### src/rtl/seq_divider_pkg.sv
// Shared divider definitions: FSM state encoding,
// iteration count and the divide-by-zero quotient.
package seq_divider_pkg;

  typedef enum logic [1:0] {
    IDLE = 2'd0,
    CALC = 2'd1,
    FIX  = 2'd2
  } div_state_e;

  localparam int          DIV_ITER      = 32;
  localparam logic [31:0] DIV_BY_ZERO_Q = 32'hFFFF_FFFF;

endpackage

### src/rtl/seq_divider_div_step.sv
// div_step: one combinational restoring-division step.
// rem_i/quo_i/dvs_i in, rem_o/quo_o = state after one step.
module div_step #(
  parameter int WIDTH = 32
) (
  input  logic [WIDTH-1:0] rem_i,
  input  logic [WIDTH-1:0] quo_i,
  input  logic [WIDTH-1:0] dvs_i,
  output logic [WIDTH-1:0] rem_o,
  output logic [WIDTH-1:0] quo_o
);

  logic [WIDTH:0] sh;
  logic [WIDTH:0] diff;

  always_comb begin
    // Extra top bit keeps the shifted remainder exact.
    sh   = {rem_i, quo_i[WIDTH-1]};
    diff = sh - {1'b0, dvs_i};
    if (!diff[WIDTH]) begin
      rem_o = diff[WIDTH-1:0];
      quo_o = {quo_i[WIDTH-2:0], 1'b1};
    end else begin
      rem_o = sh[WIDTH-1:0];
      quo_o = {quo_i[WIDTH-2:0], 1'b0};
    end
  end

endmodule

### src/rtl/seq_divider.sv
// seq_divider: 32-step iterative DIV/DIVU for the EX stage.
// start/flush/is_signed/dividend/divisor in; busy/done/quotient/remainder out.
module seq_divider
  import seq_divider_pkg::*;
#(
  parameter int WIDTH = 32,
  parameter int CNT_W = 5
) (
  input  logic             clk,
  input  logic             rst,
  input  logic             start,
  input  logic             flush,
  input  logic             is_signed,
  input  logic [WIDTH-1:0] dividend,
  input  logic [WIDTH-1:0] divisor,
  output logic             busy,
  output logic             done,
  output logic [WIDTH-1:0] quotient,
  output logic [WIDTH-1:0] remainder
);

  div_state_e       state_q;
  logic [CNT_W-1:0] cnt_q;
  logic [WIDTH-1:0] rem_q;
  logic [WIDTH-1:0] quo_q;
  logic [WIDTH-1:0] dvs_q;
  logic [WIDTH-1:0] raw_q;
  logic             qneg_q;
  logic             rneg_q;
  logic             sgn_q;
  logic             dbz_q;
  logic             busy_q;
  logic             done_q;
  logic [WIDTH-1:0] quot_q;
  logic [WIDTH-1:0] remd_q;

  logic [WIDTH-1:0] a_mag_d;
  logic [WIDTH-1:0] b_mag_d;
  logic [WIDTH-1:0] rem_d;
  logic [WIDTH-1:0] quo_d;
  logic [WIDTH-1:0] q_fix_d;
  logic [WIDTH-1:0] r_fix_d;
  logic             last_d;

  div_step #(.WIDTH(WIDTH)) u_step (
    .rem_i (rem_q),
    .quo_i (quo_q),
    .dvs_i (dvs_q),
    .rem_o (rem_d),
    .quo_o (quo_d)
  );

  always_comb begin
    // |0x80000000| stays 0x80000000, read as unsigned.
    a_mag_d = (is_signed && dividend[WIDTH-1])
            ? -dividend : dividend;
    b_mag_d = (is_signed && divisor[WIDTH-1])
            ? -divisor : divisor;
    last_d  = (cnt_q == CNT_W'(DIV_ITER - 1));
    q_fix_d = (sgn_q && qneg_q) ? -quo_q : quo_q;
    r_fix_d = (sgn_q && rneg_q) ? -rem_q : rem_q;
    if (dbz_q) begin
      q_fix_d = WIDTH'(DIV_BY_ZERO_Q);
      r_fix_d = raw_q;
    end
  end

  always_ff @(posedge clk) begin
    if (rst) begin
      state_q <= IDLE;
      cnt_q   <= '0;
      rem_q   <= '0;
      quo_q   <= '0;
      dvs_q   <= '0;
      raw_q   <= '0;
      qneg_q  <= 1'b0;
      rneg_q  <= 1'b0;
      sgn_q   <= 1'b0;
      dbz_q   <= 1'b0;
      busy_q  <= 1'b0;
      done_q  <= 1'b0;
      quot_q  <= '0;
      remd_q  <= '0;
    end else begin
      done_q <= 1'b0;
      unique case (state_q)
        IDLE: begin
          if (start && !flush) begin
            quo_q   <= a_mag_d;
            dvs_q   <= b_mag_d;
            rem_q   <= '0;
            cnt_q   <= '0;
            raw_q   <= dividend;
            sgn_q   <= is_signed;
            qneg_q  <= dividend[WIDTH-1] ^ divisor[WIDTH-1];
            rneg_q  <= dividend[WIDTH-1];
            dbz_q   <= (divisor == '0);
            busy_q  <= 1'b1;
            state_q <= CALC;
          end
        end
        CALC: begin
          if (flush) begin
            busy_q  <= 1'b0;
            state_q <= IDLE;
          end else begin
            rem_q <= rem_d;
            quo_q <= quo_d;
            cnt_q <= cnt_q + CNT_W'(1);
            if (last_d) state_q <= FIX;
          end
        end
        FIX: begin
          busy_q  <= 1'b0;
          state_q <= IDLE;
          if (!flush) begin
            quot_q <= q_fix_d;
            remd_q <= r_fix_d;
            done_q <= 1'b1;
          end
        end
        default: begin
          busy_q  <= 1'b0;
          state_q <= IDLE;
        end
      endcase
    end
  end

  assign busy      = busy_q;
  assign done      = done_q;
  assign quotient  = quot_q;
  assign remainder = remd_q;

endmodule

### config.mk
export PLATFORM = sky130hd
export DESIGN_NAME = seq_divider
export DESIGN_NICKNAME = d
export VERILOG_FILES = /design/src/rtl/seq_divider_pkg.sv /design/src/rtl/seq_divider_div_step.sv /design/src/rtl/seq_divider.sv
export SDC_FILE = /design/constraint.sdc
export NUM_CORES = 1
export LEC_CHECK = 0
export ABC_AREA = 1
export BUFFER_PORTS_ARGS = -buffer_cell sky130_fd_sc_hd__clkbuf_2
export CAP_MARGIN = 20
export CORE_MARGIN = 2
export CORE_UTILIZATION = 56
export DETAILED_ROUTE_END_ITERATION = 16
export GPL_TIMING_DRIVEN = 1
export PLACE_DENSITY = 0.76
export SLEW_MARGIN = 20
export SYNTH_ARGS = -nofsm -noshare
export SYNTH_HDL_FRONTEND = slang
export SYNTH_SLANG_ARGS = --single-unit
### constraint.sdc
create_clock -name clk -period 6.35 [get_ports clk]
set_clock_uncertainty 0.1 [all_clocks]
set_input_delay 1.27 -clock clk [delete_from_list [all_inputs] [get_ports clk]]
set_output_delay 1.27 -clock clk [all_outputs]
set_load 0.02 [all_outputs]
==> results of run 1 <==
[cells by family (layout without fill, tap and decap cells)]
family	count (synthesis)	in the layout	synth area share
DFF	204	204	0.2868
xor gates and xnor gates	42	42	0.02583
and+or+nand+nor	1068	1068	0.3329
buffers and inverters	451	543	0.1246
AOI/OAI and AO/OA	484	484	0.1951
adders and majority gates	39	39	0.03480
[metrics by stage]
| step | utilization | setup slack (ns) |
|---|---|---|
| 6_report | 0.6300 | 2.461 |
| 5_1_grt | 0.6300 | 2.138 |
| 4_1_cts | 0.6300 | 2.509 |
| 3_5_place_dp | 0.5984 | 2.542 |
| 3_3_place_gp | 0.5984 | 2.594 |
| 2_1_floorplan | - | 3.612 |
[worst register-to-register path, cell delays in order, from the launching register on]
cell and delay (ns):
dfxtp_1 0.34, inv_2 0.06, nor2_4 0.64, inv_2 0.50, nor2_4 0.17, buf_4 0.43
nor2_4 0.07, buf_4 0.33, inv_2 0.63, nand4_1 0.22, xor2_1 0.18, nor2_1 0.06
[power by group through the flow]
stage	sequential, mW	combinational, mW	clock [mW]
floorplan	1.47	1.04	0
global placement	1.50	1.33	0
detailed placement	1.50	1.35	0
CTS	1.47	1.36	1.41
global route	1.49	1.54	1.47
finish	1.48	1.38	1.41
[worst max-delay path by stage]
stage,depth (start not counted),to,start,slack [ns]
finish,11,cnt_q[3],state_q[0],2.46
CTS,11,cnt_q[3],state_q[0],2.51
global placement,11,cnt_q[3],state_q[0],2.59
detailed placement,11,cnt_q[3],state_q[0],2.54
floorplan,12,quo_q[16],dividend[0],3.61
global route,11,cnt_q[3],state_q[0],2.14
[layout make-up]
cell class	instances	area, µm²	share of cell area
multi-input cells	1633	8396	0.5323
clock inverters	6	127.6	0.008091
repair buffers	142	730.7	0.04633
well taps	330	412.9	0.02618
flip-flops and latches	204	4084	0.2589
inverters	362	1359	0.08615
clock buffers	33	663.1	0.04204
[per-layer routing]
layer	vias up	GRT usage	wire length, µm
met5	-	0	0
met4	0	0.1264	1659
met3	87	0.03022	3166
met2	577	0.5485	20950
met1	6891	0.4498	19630
li1	7618	-	-
[placed cells by master, fill, tap and decap left out, drive strengths merged, types with 13 or more instances in the layout]
master and n:
nand3 207, o22ai 35, clkbuf 166, nand3b 14, ha 38, o21ai 171, nand2 584, nor2 187
xor2 31, nor3 34, inv 363, nand4 24, o211ai 15, o221ai 13, dfxtp 204, a21oi 212
[synth_stat cells (14+ instances only)]
library cell,number,area (µm²)
clkbuf_1,60,225.2
ha_1,38,475.5
nand4_1,24,150.1
xor2_1,31,271.5
nand2_2,28,175.2
a21oi_2,23,201.4
nand3_2,21,210.2
nand3b_1,14,105.1
buf_2,17,85.08
o211ai_1,15,112.6
nor2_1,176,660.6
o21ai_1,20,100.1
dfxtp_1,204,4084
inv_1,346,1299
nand2_1,552,2072
nand3_1,186,930.9
a21oi_1,188,940.9
nor3_1,31,155.2
o21ai_0,146,730.7
o22ai_1,35,219.0
inv_2,14,52.55
[state kept, by name, summed over array words and instances (netlist names)]
signal / count
dvs_q: 32
quo_q: 32
quotient: 32
raw_q: 32
rem_q: 32
remainder: 32
cnt_q: 5
state_q: 2
busy: 1
dbz_q: 1
done: 1
qneg_q: 1
sgn_q: 1
==> results.tsv, run 1 <==
metric	value	unit
h-tree-depth	1	
rr_endpoint	cnt_q[3]	
io_buffer_count	134	
hold_viol_final	0	
fmax	0.2572	GHz
row_count	58	
grt_use_total	0.3321	
gp_congestion	1.029	
cts_buffer_depth	3	
drt-total-wl	45.40	mm
critical_path.top_delay_family	buffers and inverters	
critPathArrivalTime	4.17	ns
placed_cells	2671	
min_path_type	flop to flop	
regToRegSetupSlack	2.46	ns
area_growth	10.77	%
post-cts-setup-buffers	0	
cts_inserted_buffers	23	
ctsResizeCount	0	
root_buffer	clkbuf_16	
synthCells	2288	
p_clk_frac	0.331	
final_cell_area	15770	µm²
min-delay-start	raw_q[15]	
post_dp_cell_area	14980	µm²
yosys_register_bits	204	
cp_data_required_time	6.63	ns
max_cap_viol_count	0	
post-route-period-util	0.6124	
antennaDiodeCount	0	
fp.coreArea	25040	µm²
worst-setup-path-type	flop to flop	
ys_seq_area_frac	0.2868	
rsz0062_at_grt	false	
ir_drop	0.1774	mV
cp_num_buf_inv	5	
critPathSlowestCell	nor2_4	
dr.pass1.iters	6	
postCtsHoldBufs	0	
clk_pin_slew	0.07	ns
yosysUniqueCellTypes	54	
dr.first_iter.drc_count	1539	
syn-num-nets	2396	
grt_max_degree	72	
crit_path_end_kind	flop	
power_density	270.3	nW/µm²
syn_avg_cell_area	6.223	µm²
tns	0	ns
cp_max_fo	57	
start_util	0.5687	
antenna_found_initial	0	
layout-drive-gt1-share	0.1244	
fin_cells	2710	
p_leak	7.747	nW
p_comb_frac	0.323	
r2r_cells	11	
dp_hpwl	34.64	mm
antenna_left	0	
critPathMaxStageDelay	0.64	ns
share_seq_of_total_power	0.346	
tritoncts	yes	
status	finished clean	
grt_overflow	0	
hold_slack	0.3598	ns
io_pins	135	
clock_latency	0.53	ns
routedWlPerCell	16.75	µm
crit_chain	inv_2 > nor2_4 > inv_2 > nor2_4 > buf_4 > nor2_4 > buf_4 > inv_2 > nand4_1 > xor2_1 > nor2_1	
grt_pass1_vias	13520	
nNetsFinal	2474	
switching_share	0.3795	
slew_violations	0	
p_int	2.645	mW
min_to	raw_q[15]	
synthesis.area	14240	µm²
vias	15170	
die_h	163.5	µm
async_reset_ff_frac	0	
cp-start-kind	flop	
yosys_most_used_dff	dfxtp_1	
fillers	2503	
die-area	26720	µm²
die_x	163.5	µm
power	4.263	mW
setup_viol	0	
tightest_slew	0.9916	ns
r2r-start	state_q[0]	
period_needed	3.889	ns
ys_warn_count	0	
relSlewSlack	0.3382	
viasPerCell	5.599	
drcViolationCount	0	
min_path_cells	2	
cts.sinks	204	
synth_edf_count	0	
grt_pass1_wl	70.90	mm
net-switching-power	1.618	mW
Note: power is estimated with default switching activity, not from simulation.
==> inputs of run 2 (changes only) <==
--- a/config.mk
+++ b/config.mk
@@ -5,14 +5,14 @@
 export SDC_FILE = /design/constraint.sdc
 export NUM_CORES = 1
 export LEC_CHECK = 0
-export ABC_AREA = 1
+export ABC_AREA = 0
 export BUFFER_PORTS_ARGS = -buffer_cell sky130_fd_sc_hd__clkbuf_2
 export CAP_MARGIN = 20
 export CORE_MARGIN = 2
-export CORE_UTILIZATION = 56
+export CORE_UTILIZATION = 54
 export DETAILED_ROUTE_END_ITERATION = 16
 export GPL_TIMING_DRIVEN = 1
-export PLACE_DENSITY = 0.76
+export PLACE_DENSITY = 0.77
 export SLEW_MARGIN = 20
 export SYNTH_ARGS = -nofsm -noshare
 export SYNTH_HDL_FRONTEND = slang
==> constraint.sdc (replaced) <==
create_clock -name clk -period 3.2 [get_ports clk]
set_clock_uncertainty 0.1 [all_clocks]
set_input_delay 0.64 -clock clk [delete_from_list [all_inputs] [get_ports clk]]
set_output_delay 0.64 -clock clk [all_outputs]
set_load 0.02 [all_outputs]
==> run 2 against run 1 <==
Compared with the run above:
- cell count fell by 23%
- count of clock-buffer cells in the layout fell by 2
- sequential power rose by 82%
- cell area fell by 8.4%
- synthesized cell count fell by 28%
- register-to-register slack got worse by 2.4 ns
- combinational power fell by 27%
- critical path type unchanged
- largest power group unchanged
==> results.tsv, run 2 <==
metric	value	unit	change
die-area	24120	µm²	was 26720 µm²
p_clk_frac	0.399		was 0.331
crit_path_end_kind	flop		unchanged
r2r_cells	12		was 11
min_to	dvs_q[0]		was raw_q[15]
min-delay-start	divisor[0]		was raw_q[15]
ys_seq_area_frac	0.3304		was 0.2868
gp_congestion	0.9260		was 1.029
ys_top_cells_by_area	dfxtp_1 33%, nand2_1 8.1%, a21oi_1 6.2%		was dfxtp_1 29%, nand2_1 15%, inv_1 9.1%
slew_violations	0		unchanged
p_comb_frac	0.164		was 0.323
fmax	0.3228	GHz	was 0.2572 GHz
share_seq_of_total_power	0.437		was 0.346
tritoncts	yes		unchanged
synth_top_area_share	0.3304		was 0.2868
drcViolationCount	0		unchanged
setup_viol	0		unchanged
synth_top_cell_by_area	dfxtp_1		unchanged
pre_cts_slack	-0.04049	ns	was 2.542 ns
switching_share	0.2824		was 0.3795
synthesis.area	12360	µm²	was 14240 µm²
min_path_type	input pin to flop		was flop to flop
cp_max_fo	3		was 57
io_pins	135		unchanged
h-tree-depth	1		unchanged
ir_drop	0.3343	mV	was 0.1774 mV
fp.coreArea	22570	µm²	was 25040 µm²
cp-start-kind	flop		unchanged
cts.sinks	204		unchanged
synth_most_common_cell	nand2_1		unchanged
regToRegSetupSlack	0.10	ns	was 2.46 ns
worst-setup-path-type	flop to flop		unchanged
synthCells	1656		was 2288
start_util	0.5476		was 0.5687
nNetsFinal	1895		was 2474
hold_viol_final	0		unchanged
viasPerCell	5.994		was 5.599
dr.first_iter.drc_count	960		was 1539
yosysUniqueCellTypes	71		was 54
fin_cells	2087		was 2710
area_growth	16.89	%	was 10.77%
dr.pass1.iters	6		unchanged
row_count	55		was 58
drt-total-wl	36.24	mm	was 45.40 mm
net-switching-power	1.739	mW	was 1.618 mW
grt_max_degree	98		was 72
yosys_register_bits	204		unchanged
status	finished clean		unchanged
critPathArrivalTime	3.38	ns	was 4.17 ns
final_common_cell	nand2_1		unchanged
die_x	155.3	µm	was 163.5 µm
async_reset_ff_frac	0		unchanged
cts_inserted_buffers	22		was 23
ys_warn_count	0		unchanged
yosys_most_used_dff	dfxtp_1		unchanged
postCtsHoldBufs	0		unchanged
layout-drive-gt1-share	0.1681		was 0.1244
p_int	4.420	mW	was 2.645 mW
clock_latency	0.52	ns	was 0.53 ns
synth_edf_count	0		unchanged
rr_endpoint	rem_q[31]		was cnt_q[3]
grt_use_total	0.2943		was 0.3321
root_buffer	clkbuf_16		unchanged
vias	12510		was 15.17k
cts_buffer_depth	3		unchanged
fillers	2004		was 2503
fin_ws	0.1023	ns	was 2.461 ns
min_path_cells	3		was 2
r2r-start	dvs_q[1]		was state_q[0]
max_cap_viol_count	0		unchanged
final_cell_mix	266 x nand2_1, 203 x dfxtp_1, 190 x nor2_1, 152 x a21oi_1, 133 x clkbuf_2		was 552 x nand2_1, 346 x inv_1, 204 x dfxtp_1, 188 x a21oi_1, 185 x nand3_1
antenna_found_initial	0		unchanged
syn_avg_cell_area	7.464	µm²	was 6.223 µm²
p_leak	5.759	nW	was 7.747 nW
period_needed	3.098	ns	was 3.889 ns
die_h	155.3	µm	was 163.5 µm
grt_pass1_vias	11460		was 13.52k
io_buffer_count	134		unchanged
dp_hpwl	27.10	mm	was 34.64 mm
syn-num-nets	1764		was 2396
grt_pass1_wl	58.42	mm	was 70.90 mm
placed_cells	2046		was 2671
relSlewSlack	0.4757		was 0.3382
power_density	426.2	nW/µm²	was 270.3 nW/µm²
cp_data_required_time	3.48	ns	was 6.63 ns
antennaDiodeCount	0		unchanged
grt_overflow	0		unchanged
antenna_left	0		unchanged
tightest_slew	0.7848	ns	was 0.9916 ns
post-route-period-util	0.9680		was 0.6124
routedWlPerCell	17.36	µm	was 16.75 µm
clk_pin_slew	0.06	ns	was 0.07 ns
synth.top_cells.by_count	266 x nand2_1, 204 x dfxtp_1, 194 x nor2_1, 153 x a21oi_1, 97 x clkbuf_1		was 552 x nand2_1, 346 x inv_1, 204 x dfxtp_1, 188 x a21oi_1, 186 x nand3_1
[run 2: changes by cell type after synthesis, moves of 52 or more]
cell,delta
o21ai_0,-72
inv_1,-292
xnor2_1,+64
nand2_1,-286
a211oi_1,+52
nand3_1,-167
[run 2: final cells by class]
type / count / area [µm²] / share of cell area
Clock buffer: 31 / 604.3 / 0.04183
Tap cell: 285 / 356.6 / 0.02468
Sequential cell: 204 / 4085 / 0.2827
Clock inverter: 8 / 78.83 / 0.005455
Multi-Input combinational cell: 1286 / 7756 / 0.5368
Inverter: 54 / 202.7 / 0.01403
Timing Repair Buffer: 219 / 1365 / 0.09448
[run 2: through the flow]
step | power [mW] | setup TNS, ns | hold WS (ns) | area, µm² | util
2_1_floorplan | 3.381 | 0 | 0.3319 | 12360 | -
3_3_place_gp | 3.702 | 0 | 0.3433 | 13660 | 0.6051
3_5_place_dp | 3.716 | -0.04049 | 0.3467 | 13660 | 0.6051
4_1_cts | 6.156 | 0 | 0.2996 | 14360 | 0.6363
5_1_grt | 6.400 | -0.09982 | 0.3181 | 14450 | 0.6401
6_report | 6.159 | 0 | 0.3127 | 14450 | 0.6401
[run 2: worst max-delay path: stages, from the launching register on]
cell and delay (ns):
dfxtp_1 0.33, inv_1 0.04, ha_1 0.26, nor2b_1 0.21, o2111ai_1 0.23, a211oi_2 0.27
buf_4 0.15, o211a_1 0.18, o2111ai_1 0.17, a2111oi_2 0.36, mux2_2 0.38, o2111ai_1 0.19
o211ai_1 0.11
[run 2: logic make-up (layout without fill, tap and decap cells)]
family	Yosys count	after routing	synth area share
buffers and inverters	166	312	0.05173
flip-flops	204	204	0.3304
AND/OR/NAND/NOR	642	642	0.2347
multiplexers	9	9	0.007491
AO/OA/AOI/OAI	458	458	0.2378
XOR/XNOR	138	138	0.09778
adder cells (fa/ha/maj)	39	39	0.04009
[run 2: power groups by stage]
stage	Sequential (mW)	Clock (mW)	Combinational [mW]
finish	2.69	2.46	1.01
global route	2.70	2.59	1.11
CTS	2.69	2.48	0.983
detailed placement	2.75	0	0.971
global placement	2.74	0	0.961
floorplan	2.73	0	0.655
[run 2: timing repair]
action | 4_1_cts | 5_1_grt
pin swaps | 0 | 6
buffers inserted | 0 | 2
setup endpoints to repair | 6 | 37
resized for setup | 3 | 15
[run 2: routing by layer]
metal	part of all wire	wire, µm	track usage	up-vias
met1	0.43	15500	0.3932	5855
met4	0.030	1100	0.08912	0
met2	0.47	17140	0.5039	473
li1	-	-	-	6104
met3	0.069	2487	0.02981	78
met5	0	0	0	-
[run 2: worst max-delay path by stage]
stage                          from         to  slack, ns  cells past startpoint
after floorplan           quo_q[31]  rem_q[30]       0.12                     14
after global placement     dvs_q[1]  rem_q[31]       0.03                     12
after detailed placement  quo_q[31]   quo_q[0]      -0.04                     13
after CTS                 quo_q[31]   quo_q[0]      0.007                     13
after global routing       rem_q[0]  rem_q[31]      -0.07                     11
final                      dvs_q[1]  rem_q[31]       0.10                     12
==> inputs of run 3 (changes only) <==
--- a/config.mk
+++ b/config.mk
@@ -9,11 +9,13 @@
 export BUFFER_PORTS_ARGS = -buffer_cell sky130_fd_sc_hd__clkbuf_2
 export CAP_MARGIN = 20
 export CORE_MARGIN = 2
-export CORE_UTILIZATION = 54
+export CORE_UTILIZATION = 56
+export CTS_BUF_LIST = sky130_fd_sc_hd__clkbuf_16
 export DETAILED_ROUTE_END_ITERATION = 16
 export GPL_TIMING_DRIVEN = 1
-export PLACE_DENSITY = 0.77
+export PLACE_DENSITY = 0.76
 export SLEW_MARGIN = 20
 export SYNTH_ARGS = -nofsm -noshare
 export SYNTH_HDL_FRONTEND = slang
+export SYNTH_HIERARCHICAL = 1
 export SYNTH_SLANG_ARGS = --single-unit
==> constraint.sdc (replaced) <==
create_clock -name clk -period 4 [get_ports clk]
set_clock_uncertainty 0.1 [all_clocks]
set_input_delay 0.8 -clock clk [delete_from_list [all_inputs] [get_ports clk]]
set_output_delay 0.8 -clock clk [all_outputs]
set_load 0.02 [all_outputs]
==> run 3 against run 2 <==
Compared with the run above:
- first-iteration DRC count up 24%
- cell area is 0.48% higher
- sequential power decreased by 20%
- critical path depth rose by 4
- register-to-register slack improved by 0.21 ns
- via count grew 4.6%
==> results.tsv, run 3 <==
metric	value	unit	change
status	finished clean		unchanged
antennaDiodeCount	0		unchanged
final_cell_area	14520	µm²	was 14450 µm²
cts.sinks	204		unchanged
rr_endpoint	rem_q[3]		was rem_q[31]
antenna_found_initial	0		unchanged
synth.top_cells.by_count	204 x dfxtp_1, 174 x nand2_1, 153 x a21oi_1, 153 x nor2_1, 107 x clkbuf_1		was 266 x nand2_1, 204 x dfxtp_1, 194 x nor2_1, 153 x a21oi_1, 97 x clkbuf_1
yosysUniqueCellTypes	83		was 71
cp_data_required_time	4.30	ns	was 3.48 ns
p_clk_frac	0.400		was 0.399
p_leak	5.527	nW	was 5.759 nW
gp_congestion	0.9371		was 0.9260
synth_top_cell_by_area	dfxtp_1		unchanged
max_cap_viol_count	0		unchanged
switching_share	0.2901		was 0.2824
worst-setup-path-type	flop to flop		unchanged
critPathMaxStageDelay	0.40	ns	was 0.38 ns
hold_viol_final	0		unchanged
grt_busiest_layer	met2		unchanged
grt_util_met3	0.04102		was 0.02981
cp-start-kind	flop		unchanged
period_needed	3.684	ns	was 3.098 ns
cts_buffer_depth	3		unchanged
final_common_cell	dfxtp_1		was nand2_1
nNetsFinal	1853		was 1895
die_x	157.5	µm	was 155.3 µm
critical_path.top_delay_family	compound AO/OA/AOI/OAI gates		unchanged
grt_use_total	0.3153		was 0.2943
placed_cells	2038		was 2046
grt_overflow	0		unchanged
tritoncts	yes		unchanged
met1_usage	0.4098		was 0.3932
ys_top_cells_by_area	dfxtp_1 31%, a21oi_1 5.8%, nand2_1 4.9%		was dfxtp_1 33%, nand2_1 8.1%, a21oi_1 6.2%
dr.first_iter.drc_count	1194		was 960
min_path_type	flop to flop		was input pin to flop
crit_top_cell	o2111ai_1		unchanged
synthCells	1711		was 1656
dp_hpwl	29.57	mm	was 27.10 mm
synth_top_area_share	0.3095		was 0.3304
rsz0062_at_grt	false		
clk_pin_slew	0.06	ns	about the same
routedWlPerCell	19.35	µm	was 17.36 µm
critPathArrivalTime	3.99	ns	was 3.38 ns
critPathSlowestCell	fa_1		was mux2_2
cp.depth	16		was 12
fmax	0.2715	GHz	was 0.3228 GHz
postCtsHoldBufs	0		unchanged
antenna_left	0		unchanged
start_util	0.5656		was 0.5476
relSlewSlack	0.4175		was 0.4757
post-route-util	0.6222		was 0.6401
post-route-period-util	0.9209		was 0.9680
crit_chain	inv_1 > ha_1 > fa_1 > and2b_1 > o2111ai_1 > a21oi_2 > o2111ai_1 > a211oi_2 > nor2_2 > mux2i_1 > and2_4 > inv_2 > buf_12 > mux2_1 > nand3_1 > a21oi_1		was inv_1 > ha_1 > nor2b_1 > o2111ai_1 > a211oi_2 > buf_4 > o211a_1 > o2111ai_1 > a2111oi_2 > mux2_2 > o2111ai_1 > o211ai_1
fp.coreArea	23330	µm²	was 22570 µm²
regToRegSetupSlack	0.32	ns	was 0.10 ns
syn_avg_cell_area	7.713	µm²	was 7.464 µm²
ctsResizeCount	0		was 3
cp_max_fo	15		was 3
die_h	157.5	µm	was 155.3 µm
fin_cells	2079		was 2087
ys_seq_area_frac	0.3095		was 0.3304
min-delay-start	raw_q[5]		was divisor[0]
row_count	56		was 55
viasPerCell	6.293		was 5.994
drt-total-wl	40.22	mm	was 36.24 mm
syn-num-nets	1819		was 1764
drcViolationCount	0		unchanged
die-area	24810	µm²	was 24120 µm²
p_comb_frac	0.161		was 0.164
ir_drop	0.2460	mV	was 0.3343 mV
cp_num_buf_inv	3		was 2
critPathLaunch	quo_q[31]		was dvs_q[1]
cts_inserted_buffers	23		was 22
h-tree-depth	1		unchanged
power_density	338.8	nW/µm²	was 426.2 nW/µm²
grt_max_degree	80		was 98
area_growth	10.01	%	was 16.89%
vias	13080		was 12.51k
cp-endpoint	rem_q[3]		was rem_q[31]
r2r-start	quo_q[31]		was dvs_q[1]
root_buffer	clkbuf_16		unchanged
async_reset_ff_frac	0		unchanged
clock_latency	0.53	ns	was 0.52 ns
synth_edf_count	0		unchanged
final_cell_mix	204 x dfxtp_1, 173 x nand2_1, 153 x a21oi_1, 152 x nor2_1, 133 x clkbuf_2		was 266 x nand2_1, 203 x dfxtp_1, 190 x nor2_1, 152 x a21oi_1, 133 x clkbuf_2
yosys_register_bits	204		unchanged
tns	0	ns	unchanged
ys_warn_count	6		was 0
met2_usage	0.5234		was 0.5039
synth_most_common_cell	dfxtp_1		was nand2_1
slew_violations	0		unchanged
layout-drive-gt1-share	0.1369		was 0.1681
p_int	3.492	mW	was 4.420 mW
setup_viol	0		unchanged
grt_pass1_vias	11760		was 11.46k
tightest_slew	0.8684	ns	was 0.7848 ns
power	4.919	mW	was 6.159 mW
io_pins	135		unchanged
crit_path_end_kind	flop		unchanged
net-switching-power	1.427	mW	was 1.739 mW
share_seq_of_total_power	0.440		was 0.437
io_buffer_count	134		unchanged
dr.pass1.iters	6		unchanged
post_dp_cell_area	13820	µm²	was 13660 µm²
r2r_cells	16		was 12
post-cts-setup-buffers	0		unchanged
synthesis.area	13200	µm²	was 12360 µm²
yosys_most_used_dff	dfxtp_1		unchanged
grt_pass1_wl	62.56	mm	was 58.42 mm
-- run 3: cell count changes in the layout (fill, tap and decap cells not counted), moves of 19 or more --
cell and change:
nor2_1 -38, mux2_4 +19, nand3_1 +49, buf_4 -49, o211ai_1 -43, nand2_1 -93
o21ai_0 -33, a31oi_1 +37, o21ai_1 +20
-- run 3: layout make-up --
| type | instances | area, µm² |
|---|---|---|
| fill | 2142 | 8815 |
| multi-input combinational | 1288 | 8178 |
| sequential | 204 | 4084 |
| timing repair buffer | 168 | 952.2 |
| clock buffer | 23 | 575.6 |
| tap | 319 | 399.1 |
| inverter | 60 | 225.2 |
| clock inverter | 17 | 103.9 |
-- run 3: how the worst min path moves through the flow --
stage	end	slack (ns)	cells after the start
floorplan	dvs_q[30]	0.33	2
global placement	dvs_q[30]	0.34	2
detailed placement	raw_q[6]	0.34	2
CTS	raw_q[6]	0.35	2
global route	raw_q[13]	0.37	2
finish	raw_q[5]	0.35	2
-- run 3: power groups by stage --
stage	Sequential (mW)	Clock (mW)	Combinational, mW
3_5_place_dp	2.21	0	0.773
2_1_floorplan	2.19	0	0.581
4_1_cts	2.16	1.97	0.777
6_report	2.16	1.97	0.790
5_1_grt	2.17	2.07	0.860
3_3_place_gp	2.20	0	0.765
-- run 3: tightest hold or removal path, delay by kind of cell, from the launching register on --
kind	cells	cell delay [ns]
flip-flops	1	0.30
AND/OR/NAND/NOR	1	0.05
AO/OA/AOI/OAI	1	0.05
-- run 3: cells by family after synthesis --
kind of cell | share of synthesized area
multiplexers | 0.03167
buffers and inverters | 0.07329
XOR/XNOR | 0.08163
flip-flops | 0.3095
AO/OA/AOI/OAI | 0.2351
adder cells (fa/ha/maj) | 0.03755
AND/OR/NAND/NOR | 0.2313
-- run 3: metal layers --
| metal | vias to the layer above | share of wire |
|---|---|---|
| met1 | 6197 | 0.42 |
| met3 | 106 | 0.071 |
| met2 | 546 | 0.46 |
| met4 | 0 | 0.046 |
| li1 | 6235 | - |
| met5 | - | 0 |
-- run 3: stage by stage --
stage | hold slack, ns | setup WS [ns]
2_1_floorplan | 0.3277 | 0.7834
3_3_place_gp | 0.3389 | 0.3940
3_5_place_dp | 0.3417 | 0.3539
4_1_cts | 0.3499 | 0.3364
5_1_grt | 0.3707 | 0.06059
6_report | 0.3481 | 0.3164
